$ cat src/rtl/siso_shift_sched_nb.sv
// Round-robin two-requester scheduler that is the sole master of an external SISO shifter.
// Optional post-burst zero flush enabled by defining SISO_SHIFT_SCHED_CLEAR_EN.
//
// state  | meaning
// IDLE   | no owner, arbitrate on REQ
// RUN    | stream owner's burst, LEN+SISO_WIDTH shifts
// CLR    | flush SISO_WIDTH zeros (only with SISO_SHIFT_SCHED_CLEAR_EN)
// FIN    | DONE pulse, update round-robin pointer
module siso_shift_sched_nb #(
  parameter int BUS_WIDTH  = 8,
  parameter int SISO_WIDTH = 4,
  parameter int LEN_W      = 8
) (
  input  logic                 CLK,
  input  logic                 RST,
  input  logic [1:0]           REQ,
  input  logic [LEN_W-1:0]     REQ0_LEN,
  input  logic [LEN_W-1:0]     REQ1_LEN,
  input  logic                 REQ0_DIR,
  input  logic                 REQ1_DIR,
  input  logic [BUS_WIDTH-1:0] IN0_DATA,
  input  logic [BUS_WIDTH-1:0] IN1_DATA,
  input  logic                 IN0_VALID,
  input  logic                 IN1_VALID,
  output logic                 IN0_READY,
  output logic                 IN1_READY,
  output logic [1:0]           GRANT,
  output logic [1:0]           SR_SHIFT,
  output logic [BUS_WIDTH-1:0] SR_IN,
  input  logic [BUS_WIDTH-1:0] SR_OUT,
  output logic [BUS_WIDTH-1:0] OUT_DATA,
  output logic                 OUT_VALID,
  input  logic                 OUT_READY,
  output logic                 OUT_ID,
  output logic                 DONE
);

  localparam int KW = LEN_W + 1 + $clog2(SISO_WIDTH + 1);

  typedef enum logic [1:0] {S_IDLE, S_RUN, S_CLR, S_FIN} state_t;

  state_t           r_state;
  logic             r_owner;
  logic             r_last;
  logic             r_dir;
  logic [LEN_W-1:0] r_len;
  logic [KW-1:0]    r_k;
  logic [1:0]       r_grant;
  logic             r_done;

  logic [KW-1:0]        w_len_ext;
  logic [KW-1:0]        w_total;
  logic                 w_run;
  logic                 w_clr;
  logic                 w_need_in;
  logic                 w_need_out;
  logic                 w_in_valid;
  logic [BUS_WIDTH-1:0] w_in_data;
  logic                 w_fire;
  logic [1:0]           w_dir_code;
  logic                 w_win;

  assign w_len_ext  = KW'(r_len);
  assign w_total    = w_len_ext + KW'(SISO_WIDTH);
  assign w_run      = (r_state == S_RUN);
`ifdef SISO_SHIFT_SCHED_CLEAR_EN
  assign w_clr      = (r_state == S_CLR);
`else
  assign w_clr      = 1'b0;
`endif
  assign w_need_in  = (r_k < w_len_ext);
  assign w_need_out = (r_k >= KW'(SISO_WIDTH));
  assign w_in_valid = r_owner ? IN1_VALID : IN0_VALID;
  assign w_in_data  = r_owner ? IN1_DATA : IN0_DATA;
  assign w_fire     = w_run & (~w_need_in | w_in_valid) & (~w_need_out | OUT_READY);
  assign w_dir_code = r_dir ? 2'b10 : 2'b01;
  // Both requesting: the one not served last wins; reset leaves requester 0 favoured.
  assign w_win      = (REQ == 2'b11) ? ~r_last : REQ[1];

  assign SR_SHIFT  = (w_fire | w_clr) ? w_dir_code : 2'b00;
  assign SR_IN     = (w_fire & w_need_in) ? w_in_data : '0;
  assign IN0_READY = w_fire & w_need_in & ~r_owner;
  assign IN1_READY = w_fire & w_need_in & r_owner;
  assign OUT_VALID = w_run & w_need_out & (~w_need_in | w_in_valid);
  assign OUT_DATA  = OUT_VALID ? SR_OUT : '0;
  assign OUT_ID    = r_owner;
  assign GRANT     = r_grant;
  assign DONE      = r_done;

  always_ff @(posedge CLK or posedge RST) begin
    if (RST) begin
      r_state <= S_IDLE;
      r_owner <= 1'b0;
      r_last  <= 1'b1;
      r_dir   <= 1'b0;
      r_len   <= '0;
      r_k     <= '0;
      r_grant <= 2'b00;
      r_done  <= 1'b0;
    end else begin
      r_done <= 1'b0;
      case (r_state)
        S_IDLE: begin
          if (REQ != 2'b00) begin
            r_owner <= w_win;
            r_len   <= w_win ? REQ1_LEN : REQ0_LEN;
            r_dir   <= w_win ? REQ1_DIR : REQ0_DIR;
            r_k     <= '0;
            r_grant <= w_win ? 2'b10 : 2'b01;
            r_state <= S_RUN;
          end
        end
        S_RUN: begin
          if (w_fire) begin
            if (r_k == w_total - KW'(1)) begin
`ifdef SISO_SHIFT_SCHED_CLEAR_EN
              r_k     <= '0;
              r_state <= S_CLR;
`else
              r_grant <= 2'b00;
              r_done  <= 1'b1;
              r_state <= S_FIN;
`endif
            end else begin
              r_k <= r_k + KW'(1);
            end
          end
        end
        S_CLR: begin
          // Flush runs unconditionally; no consumer handshake is involved.
          if (r_k == KW'(SISO_WIDTH - 1)) begin
            r_grant <= 2'b00;
            r_done  <= 1'b1;
            r_state <= S_FIN;
          end else begin
            r_k <= r_k + KW'(1);
          end
        end
        S_FIN: begin
          r_last  <= r_owner;
          r_state <= S_IDLE;
        end
        default: r_state <= S_IDLE;
      endcase
    end
  end

endmodule
$ cat config.mk
export PLATFORM = sky130hd
export DESIGN_NAME = siso_shift_sched_nb
export DESIGN_NICKNAME = d
export VERILOG_FILES = /design/src/rtl/siso_shift_sched_nb.sv
export SDC_FILE = /design/constraint.sdc
export NUM_CORES = 1
export LEC_CHECK = 0
export ABC_AREA = 1
export CAP_MARGIN = 20
export CORE_MARGIN = 2
export CORE_UTILIZATION = 40
export CTS_BUF_LIST = sky130_fd_sc_hd__clkbuf_4
export DETAILED_ROUTE_END_ITERATION = 8
export GPL_TIMING_DRIVEN = 0
export PLACE_DENSITY_LB_ADDON = 0.25
export SYNTH_ARGS = -nofsm -noshare
export SYNTH_HDL_FRONTEND = slang
export SYNTH_SLANG_ARGS = --single-unit
$ cat constraint.sdc
create_clock -name CLK -period 4.7 [get_ports CLK]
set_clock_uncertainty 0.15 [all_clocks]
set_input_delay 0.47 -clock CLK [delete_from_list [all_inputs] [get_ports CLK]]
set_output_delay 0.47 -clock CLK [all_outputs]
set_load 0.005 [all_outputs]
==> flow_summary.toml, run 1 <==
[timing]
post-route-min-period_ps = 3640
period_share_pct = 77.5
max_slew_margin_pct = 67.9
slew_violations = 0
rsz0062_at_grt = "no"
worstMarginPinSlew_ps = 482
setup_viol = 0
hold_ws_ps = 356
fin_tns_setup_ps = 0
hold_violations = 0
fmaxAchievable_mhz = 275

[place]
dp_hpwl_um = 5160
gp_congestion = 0.842
dpl.cell_count = 502
io_buffer_count = 73

[die]
rows = 28
die_w_um = 81.5
ios = 74
start_util_pct = 41.1
fp.coreArea_um2 = 5850
die_y_um = 81.5
die_area_um2 = 6640

[routing]
drc = 0
postRouteAntennaNets = 0
drtIter0Drc = 112
wl_um = 6380
via_per_inst = 4.90
dr_total_vias = 2477
wl_per_cell_um = 12.6
first_pass_iters = 7

[grt]
grt.total_usage_pct = 20.0
grt_max_degree = 16
grt_antenna_before_repair = 0
grt_pass1_vias = 2337
grt_overflow = 0
grt_first_pass_wirelength_um = 10500

[yosys]
synth.top_cells.by_count = "nand2_1 (106), inv_1 (44), nor2_1 (36)"
synth_warnings = 0
yosysMostFrequentCell = "nand2_1"
async_flop_share_pct = 100
synth-seq-area-share_pct = 29.2
yosysTopAreaCell = "dfrtp_1"
synth.distinct_cells = 34
ys_ff_latch = 28
yosysTopAreaCellShare_pct = 28.1
syn-num-nets = 417
synthFlopType = "dfrtp_1"
syn_area_um2 = 2400
synth_edf_count = 0
synth_cells = 352
synth_area_per_cell_um2 = 6.82
yosys-top-cells-area = "dfrtp_1 (28%), nand2_1 (17%), ha_1 (8.3%)"

[finish]
final-instance-count-excl-fill = 506
antenna_cells = 0
synthToLayoutAreaGrowth_pct = 37.7
post-route-util_pct = 56.5
drive_above_1_share_pct = 11.6
fin_nets = 497

[min_path]
worstHoldPathType = "reg2reg"

[cts]
clock_latency_ps = 350
cts_max_level = 1
clkTransAtPathRegs_ps = 170
numCtsBuffers = 3
clockRootBuffer = "clkbuf_4"
cts_hold_repair.buffers = 0
cts_setup_buffers = 0
postCtsResizedCells = 0
cts_tree = "yes"
cts_buffer_depth = 2
clock-sinks = 28

[power]
p_total_mw = 1.54
power_leakage_nw = 1.59
ir_drop_mv = 0.189
power.density_nw_per_um2 = 465

[run_status]
status = "finished, final reports clean"

[critical_path]
crit_type = "reg2out"
critPathRequiredTime_ps = 4080
critPathLaunchType = "register"
critPathMaxFanout = 9
worstPathArrival_ps = 3020
crit_path_end_kind = "primary output"

[flow_run]
maxCapViolations = 0
[sequential cells by signal (all words and copies together), names as in the netlist]
| signal | flops |
|---|---|
| r_len | 8 |
| DONE | 1 |
| r_dir | 1 |
| r_state | 2 |
| GRANT | 2 |
| r_k | 12 |
| OUT_ID | 1 |
| r_last | 1 |
[area by class of cell]
type / instances / area, µm²
Inverter: 54 / 203
Fill cell: 555 / 2540
Timing Repair Buffer: 75 / 786
Tap cell: 75 / 93.8
Buffer: 5 / 33.8
Clock buffer: 3 / 22.5
Sequential cell: 28 / 702
Multi-Input combinational cell: 265 / 1460
Clock inverter: 1 / 3.75
[stage by stage]
step                      instance area (µm²)  setup slack, ps
after floorplan                          2400             2360
after global placement                   3230             1530
after detailed placement                 3280             1470
after CTS                                3310             1050
after global routing                     3310              790
final                                    3310             1060
[worst max-delay path, stage by stage, from the launching register on]
cell and delay [ps]:
dfrtp_1 490, inv_1 140, ha_1 320, nand2_1 50, o21ai_0 250, nand2_1 120, nand3_1 140, nand3_4 120
inv_2 90, nand2_1 80, nor2_4 200, nand2_1 80, nand2_1 70, clkdlybuf4s50_1 500
[layout by cell type, fill, tap and decap left out, drive strengths merged, types with 2 or more instances in the layout]
cell type      instances
a21oi                  5
o22ai                  9
nand3b                 6
xor2                   2
clkdlybuf4s50         73
inv                   52
nand2                116
ha                    16
nor3                   4
nand4                  6
o21ai                 32
nor2                  41
clkbuf                 6
buf                    4
nand3                 21
dfrtp                 27
clkinv                 3
[worst paths after layout]
path,start,endpoint,slack (ps),cells past startpoint
worst max-delay path,r_len[3],SR_IN[2],1060,13
worst min-delay path,GRANT[1],GRANT[1],360,2
worst max register to register,r_len[3],r_k[3],2270,12
worst min register to register,GRANT[1],GRANT[1],360,2
max in group asynchronous,RST,r_last,3790,3
min in group asynchronous,RST,r_k[0],400,3
[layer usage]
layer,GRT usage [%],part of all wire [%],wire (µm)
met1,25.3,43,2760
met2,35.7,48,3090
met3,2.86,7.1,455
met4,5.08,1.1,73
met5,0,0,0
[report_power, final]
part	switching, mW	leakage (nW)	total [mW]	internal (mW)
clock	0.0812	0.0154	0.113	0.0313
combinational	0.593	1.21	1.02	0.424
sequential	0.0885	0.361	0.409	0.320
[cells by family (layout without fill, tap and decap cells)]
group	count (synthesis)	in the layout	share of synthesized area, %
multiplexers	2	2	0.885
AND/OR/NAND/NOR	196	196	38.2
buffers and inverters	59	138	9.84
adder cells (fa/ha/maj)	16	16	8.33
flip-flops	28	28	29.2
XOR/XNOR	3	3	1.09
AO/OA/AOI/OAI	48	48	12.4
Note: power is estimated with default switching activity, not from simulation.
==> inputs of run 2 (changes only) <==
==> constraint.sdc (replaced) <==
create_clock -name CLK -period 3.7 [get_ports CLK]
set_clock_uncertainty 0.15 [all_clocks]
set_input_delay 0.37 -clock CLK [delete_from_list [all_inputs] [get_ports CLK]]
set_output_delay 0.37 -clock CLK [all_outputs]
set_load 0.005 [all_outputs]
==> run 2 against run 1 <==
Net effect:
- final area hardly changed
- global-route usage stayed put
- worst hold slack worse by 54 ps
- sequential power is 28% higher
- wire length hardly changed
- non-clock buffer count stayed put
- via count is 0.48% lower
- total power is 27% higher
- setup slack worse by 760 ps
- sequential share of layout area is 0.060 points higher
- first-iteration DRC count is 8.9% lower
- critical endpoint unchanged
- highest routed layer unchanged
==> flow_summary.toml, run 2 (synthesized netlist as in run 1, its figures left out) <==
[die]
die_y_um = 81.5
fp.coreArea_um2 = 5850
die_w_um = 81.5
rows = 28
start_util_pct = 41.1
ios = 74
die_area_um2 = 6640

[timing]
fmaxAchievable_mhz = 294
slew_violations = 0
period_share_pct = 91.9
max_slew_margin_pct = 67.5
rsz0062_at_grt = "no"
setup_slack_ps = 301
setup_viol = 0
post-route-min-period_ps = 3400
fin_tns_setup_ps = 0
hold_violations = 0
worstMarginPinSlew_ps = 487

[finish]
top_register = "r_k"
final_area_um2 = 3310
antenna_cells = 0
largest_register_ffs = 12
synthToLayoutAreaGrowth_pct = 37.8
drive_above_1_share_pct = 12.1
fin_nets = 497
reg_top3 = "r_k x12, r_len x8"
final_common_cell = "nand2_1"
mostFrequentLayoutCells = "nand2_1 (106), clkdlybuf4s50_1 (73), inv_1 (44)"
final-instance-count-excl-fill = 506

[place]
io_buffer_count = 73
dp_hpwl_um = 5160
dpl.cell_count = 502
pre_cts_ws_ps = 574
gp_congestion = 0.842
postPlaceCellArea_um2 = 3280

[cts]
cts_tree = "yes"
clock-sinks = 28
clock_latency_ps = 350
numCtsBuffers = 3
cts_buffer_depth = 2
clockRootBuffer = "clkbuf_4"
cts_max_level = 1
clkTransAtPathRegs_ps = 170

[routing]
first_pass_iters = 7
drtIter0Drc = 102
via_per_inst = 4.87
postRouteAntennaNets = 0
wl_um = 6380
wl_per_cell_um = 12.6
drc = 0
dr_total_vias = 2465

[critical_path]
critPathRequiredTime_ps = 3180
crit_top_cell = "nand2_1"
crit_path_end_kind = "primary output"
r2r_cells = 17
cpMaxStageDelayCell = "clkdlybuf4s50_1"
worstSetupStartpoint = "r_len[3]"
r2r_end = "r_k[3]"
crit_family = "simple AND/OR/NAND/NOR gates"
crit_buf_inv = 3
worstPathArrival_ps = 2880
critPathLaunchType = "register"
crit_type = "reg2out"
ff2ff_setup_slack_ps = 1400
crit_chain = "inv_1, ha_1, nand2_1, o21ai_1, nand2_1, nand3_1, nand3_4, inv_2, nand2_1, nor2_4, nand2_1, nand2_1, clkdlybuf4s50_1"
cp_slowest_stage_delay_ps = 500
critPathMaxFanout = 9
timing.rr.start = "r_len[1]"

[grt]
met2_usage_pct = 35.7
grt_use_met3_pct = 2.86
grt_pass1_vias = 2337
grt_antenna_before_repair = 0
grt_overflow = 0
grt_first_pass_wirelength_um = 10500
grt_use_met1_pct = 25.3
grt.total_usage_pct = 20.0
grt_max_degree = 16
grt_busiest_layer = "met2"

[power]
power_leakage_nw = 1.59
ir_drop_mv = 0.240
power.density_nw_per_um2 = 592

[run_status]
status = "finished, final reports clean"

[min_path]
worstHoldPathType = "in2async"

[flow_run]
maxCapViolations = 0
-- run 2: cell counts in the layout (fill, tap and decap cells not counted) --
No cell type changed its count.
-- run 2: worst max path at each step --
stage / to / slack [ps] / cells after the start
6_report: SR_IN[2] / 300 / 13
5_1_grt: SR_IN[3] / 40 / 13
3_5_place_dp: SR_IN[2] / 570 / 13
2_1_floorplan: SR_IN[0] / 1460 / 12
3_3_place_gp: SR_IN[3] / 630 / 13
4_1_cts: SR_IN[2] / 150 / 13
-- run 2: layout make-up --
type                    instances  area (µm²)
inverters                      54         203
fillers                       553        2540
clock inverters                 1        3.75
flip-flops and latches         28         704
plain buffers                   5        33.8
clock buffers                   3        22.5
well taps                      75        93.8
multi-input cells             265        1460
repair buffers                 75         786
-- run 2: per-layer routing --
layer | share of wire, % | up-vias
li1 | - | 1280
met1 | 43 | 1112
met2 | 48 | 67
met3 | 7.0 | 6
met4 | 1.1 | 0
met5 | 0 | -
-- run 2: repair_timing --
action / in CTS / in global routing
hold buffers: 0 / 0
buffers inserted: 0 / 0
setup endpoints to repair: 0 / 8
gates resized for setup: 0 / 3
-- run 2: worst reg2reg max path, stage by stage (launching register included) --
cell      delay, ps
dfrtp_1         430
inv_1           120
ha_1            230
inv_2            70
nand2_1         100
inv_2            50
nand2_1          70
nand2_1          50
nand2_1          50
nand2_1          50
nor2_1          140
nand3_2         120
nor2_4          130
nand2_2          70
nand3b_4        130
buf_6           170
nand2_1          80
o21ai_2          60
-- run 2: power by group --
group	leakage [nW]	internal [mW]	switching (mW)
sequential	0.359	0.409	0.113
clock	0.0154	0.0398	0.104
combinational	1.21	0.540	0.756
total	1.59	0.989	0.973
-- run 2: stage by stage --
stage	utilization [%]	hold WS [ps]	power (mW)
after floorplan	-	285	1.41
after global placement	55.2	320	1.79
after detailed placement	56.1	326	1.83
after CTS	56.5	310	1.97
after global routing	56.6	327	2.18
final	56.6	302	1.96
==> inputs of run 3 (changes only) <==
--- a/config.mk
+++ b/config.mk
@@ -7,12 +7,12 @@
 export LEC_CHECK = 0
 export ABC_AREA = 1
 export CAP_MARGIN = 20
-export CORE_MARGIN = 2
 export CORE_UTILIZATION = 40
 export CTS_BUF_LIST = sky130_fd_sc_hd__clkbuf_4
 export DETAILED_ROUTE_END_ITERATION = 8
 export GPL_TIMING_DRIVEN = 0
 export PLACE_DENSITY_LB_ADDON = 0.25
+export SETUP_SLACK_MARGIN = 0.02
 export SYNTH_ARGS = -nofsm -noshare
 export SYNTH_HDL_FRONTEND = slang
 export SYNTH_SLANG_ARGS = --single-unit
==> constraint.sdc (replaced) <==
create_clock -name CLK -period 3.5 [get_ports CLK]
set_clock_uncertainty 0.15 [all_clocks]
set_input_delay 0.35 -clock CLK [delete_from_list [all_inputs] [get_ports CLK]]
set_output_delay 0.35 -clock CLK [all_outputs]
set_load 0.005 [all_outputs]
==> run 3 against run 2 <==
Net effect:
- global-route usage is 0.52 points higher
- sequential share of layout area is 0.066 points lower
- final cell count stayed put
- clock-buffer cell count is 1 higher
- setup slack worse by 81 ps
- combinational power is 10% higher
- first-iteration DRC count is 31% higher
- critical path depth stayed put
- non-clock buffer count is 2 higher
- wire length is 0.20% lower
- final area is 0.49% higher
==> flow_summary.toml, run 3 (synthesized netlist as in run 1, its figures left out) <==
[routing]
first_pass_iters = 4
postRouteAntennaNets = 0
wl_um = 6370
via_per_inst = 4.96
drtIter0Drc = 134
dr_total_vias = 2510
wl_per_cell_um = 12.6
drc = 0

[critical_path]
crit_family = "simple AND/OR/NAND/NOR gates"
critPathMaxFanout = 5
cp_slowest_stage_delay_ps = 490
crit_chain = "inv_1, ha_1, nand2_1, nor3_2, nand2_1, nand3_2, nand3_4, inv_2, nand2_1, nor2_4, nand2_1, nand2_1, clkdlybuf4s50_1"
crit_buf_inv = 3
crit_type = "reg2out"
cpMaxStageDelayCell = "clkdlybuf4s50_1"
crit_top_cell = "nand2_1"
r2r_cells = 17
critPathRequiredTime_ps = 3000
r2r_end = "r_k[10]"
critPathLaunchType = "register"
timing.rr.start = "r_len[1]"
worstPathArrival_ps = 2780
crit_path_end_kind = "primary output"
ff2ff_setup_slack_ps = 1200

[die]
ios = 74
die_y_um = 79.5
start_util_pct = 42.6
fp.coreArea_um2 = 5640
die_area_um2 = 6320
die_w_um = 79.5
rows = 27

[grt]
grt_max_degree = 23
grt_first_pass_wirelength_um = 10300
grt.total_usage_pct = 20.5
grt_pass1_vias = 2418
grt_overflow = 0
grt_antenna_before_repair = 0

[finish]
synthToLayoutAreaGrowth_pct = 38.5
mostFrequentLayoutCells = "nand2_1 (106), clkdlybuf4s50_1 (73), inv_1 (44)"
post-route-util_pct = 59.0
reg_top3 = "r_k x12, r_len x8"
final_common_cell = "nand2_1"
largest_register_ffs = 12
antenna_cells = 0
drive_above_1_share_pct = 13.8
fin_nets = 500
final-instance-count-excl-fill = 506
top_register = "r_k"

[timing]
hold_violations = 0
worstMarginPinSlew_ps = 519
rsz0062_at_grt = "no"
setup_viol = 0
max_slew_margin_pct = 65.4
fmaxAchievable_mhz = 305
slew_violations = 0
setup_slack_ps = 220
fin_tns_setup_ps = 0
post-route-min-period_ps = 3280
period_share_pct = 93.7

[flow_run]
maxCapViolations = 0

[power]
power.density_nw_per_um2 = 639
ir_drop_mv = 0.245
power_leakage_nw = 1.59

[run_status]
status = "finished, final reports clean"

[cts]
clkTransAtPathRegs_ps = 160
clock_latency_ps = 340
clockRootBuffer = "clkbuf_4"
cts_max_level = 1
cts_tree = "yes"
cts_buffer_depth = 2
numCtsBuffers = 3
clock-sinks = 28

[place]
dp_hpwl_um = 5000
dpl.cell_count = 498
gp_congestion = 0.838
pre_cts_ws_ps = 481
io_buffer_count = 73

[min_path]
worstHoldPathType = "in2async"
[run 3: layout make-up]
cell class                      count  area, µm²
Fill cell                         512       2310
Multi-Input combinational cell    266       1480
Timing Repair Buffer               77        781
Sequential cell                    28        706
Inverter                           54        206
Tap cell                           72       90.1
Buffer                              5       33.8
Clock buffer                        4       30.0
[run 3: how the worst max path moves through the flow]
stage                   from        to  depth (start not counted)
finish              r_len[5]  SR_IN[1]                         13
CTS                 r_len[3]  SR_IN[1]                         13
global route          r_k[1]  SR_IN[1]                         12
detailed placement  r_len[3]  SR_IN[1]                         13
floorplan           r_len[3]  SR_IN[0]                         12
global placement    r_len[3]  SR_IN[3]                         13
[run 3: per-stage QoR]
stage / hold WS, ps / power [mW] / cell area (µm²)
global placement: 320 / 1.88 / 3220
CTS: 129 / 2.08 / 3280
global route: 128 / 2.32 / 3330
finish: 112 / 2.13 / 3330
floorplan: 265 / 1.49 / 2400
detailed placement: 319 / 1.92 / 3250
[run 3: routing by layer]
layer / track usage [%] / up-vias / wire length [µm]
met5: 0 / - / 0
met4: 7.27 / 0 / 103
met3: 2.97 / 9 / 464
met2: 37.7 / 92 / 3100
met1: 23.9 / 1119 / 2700
li1: - / 1290 / -
[run 3: timing repair]
item / in CTS / in global routing
hold buffers: 0 / 0
buffers inserted: 0 / 3
gates resized for setup: 0 / 7
hold endpoints to repair: 0 / 0
endpoints found under the setup margin: 0 / 14
[run 3: where the power goes]
part,internal [mW],switching (mW),total [mW]
combinational,0.594,0.838,1.43
sequential,0.432,0.107,0.539
clock,0.0526,0.103,0.155
total,1.08,1.05,2.13
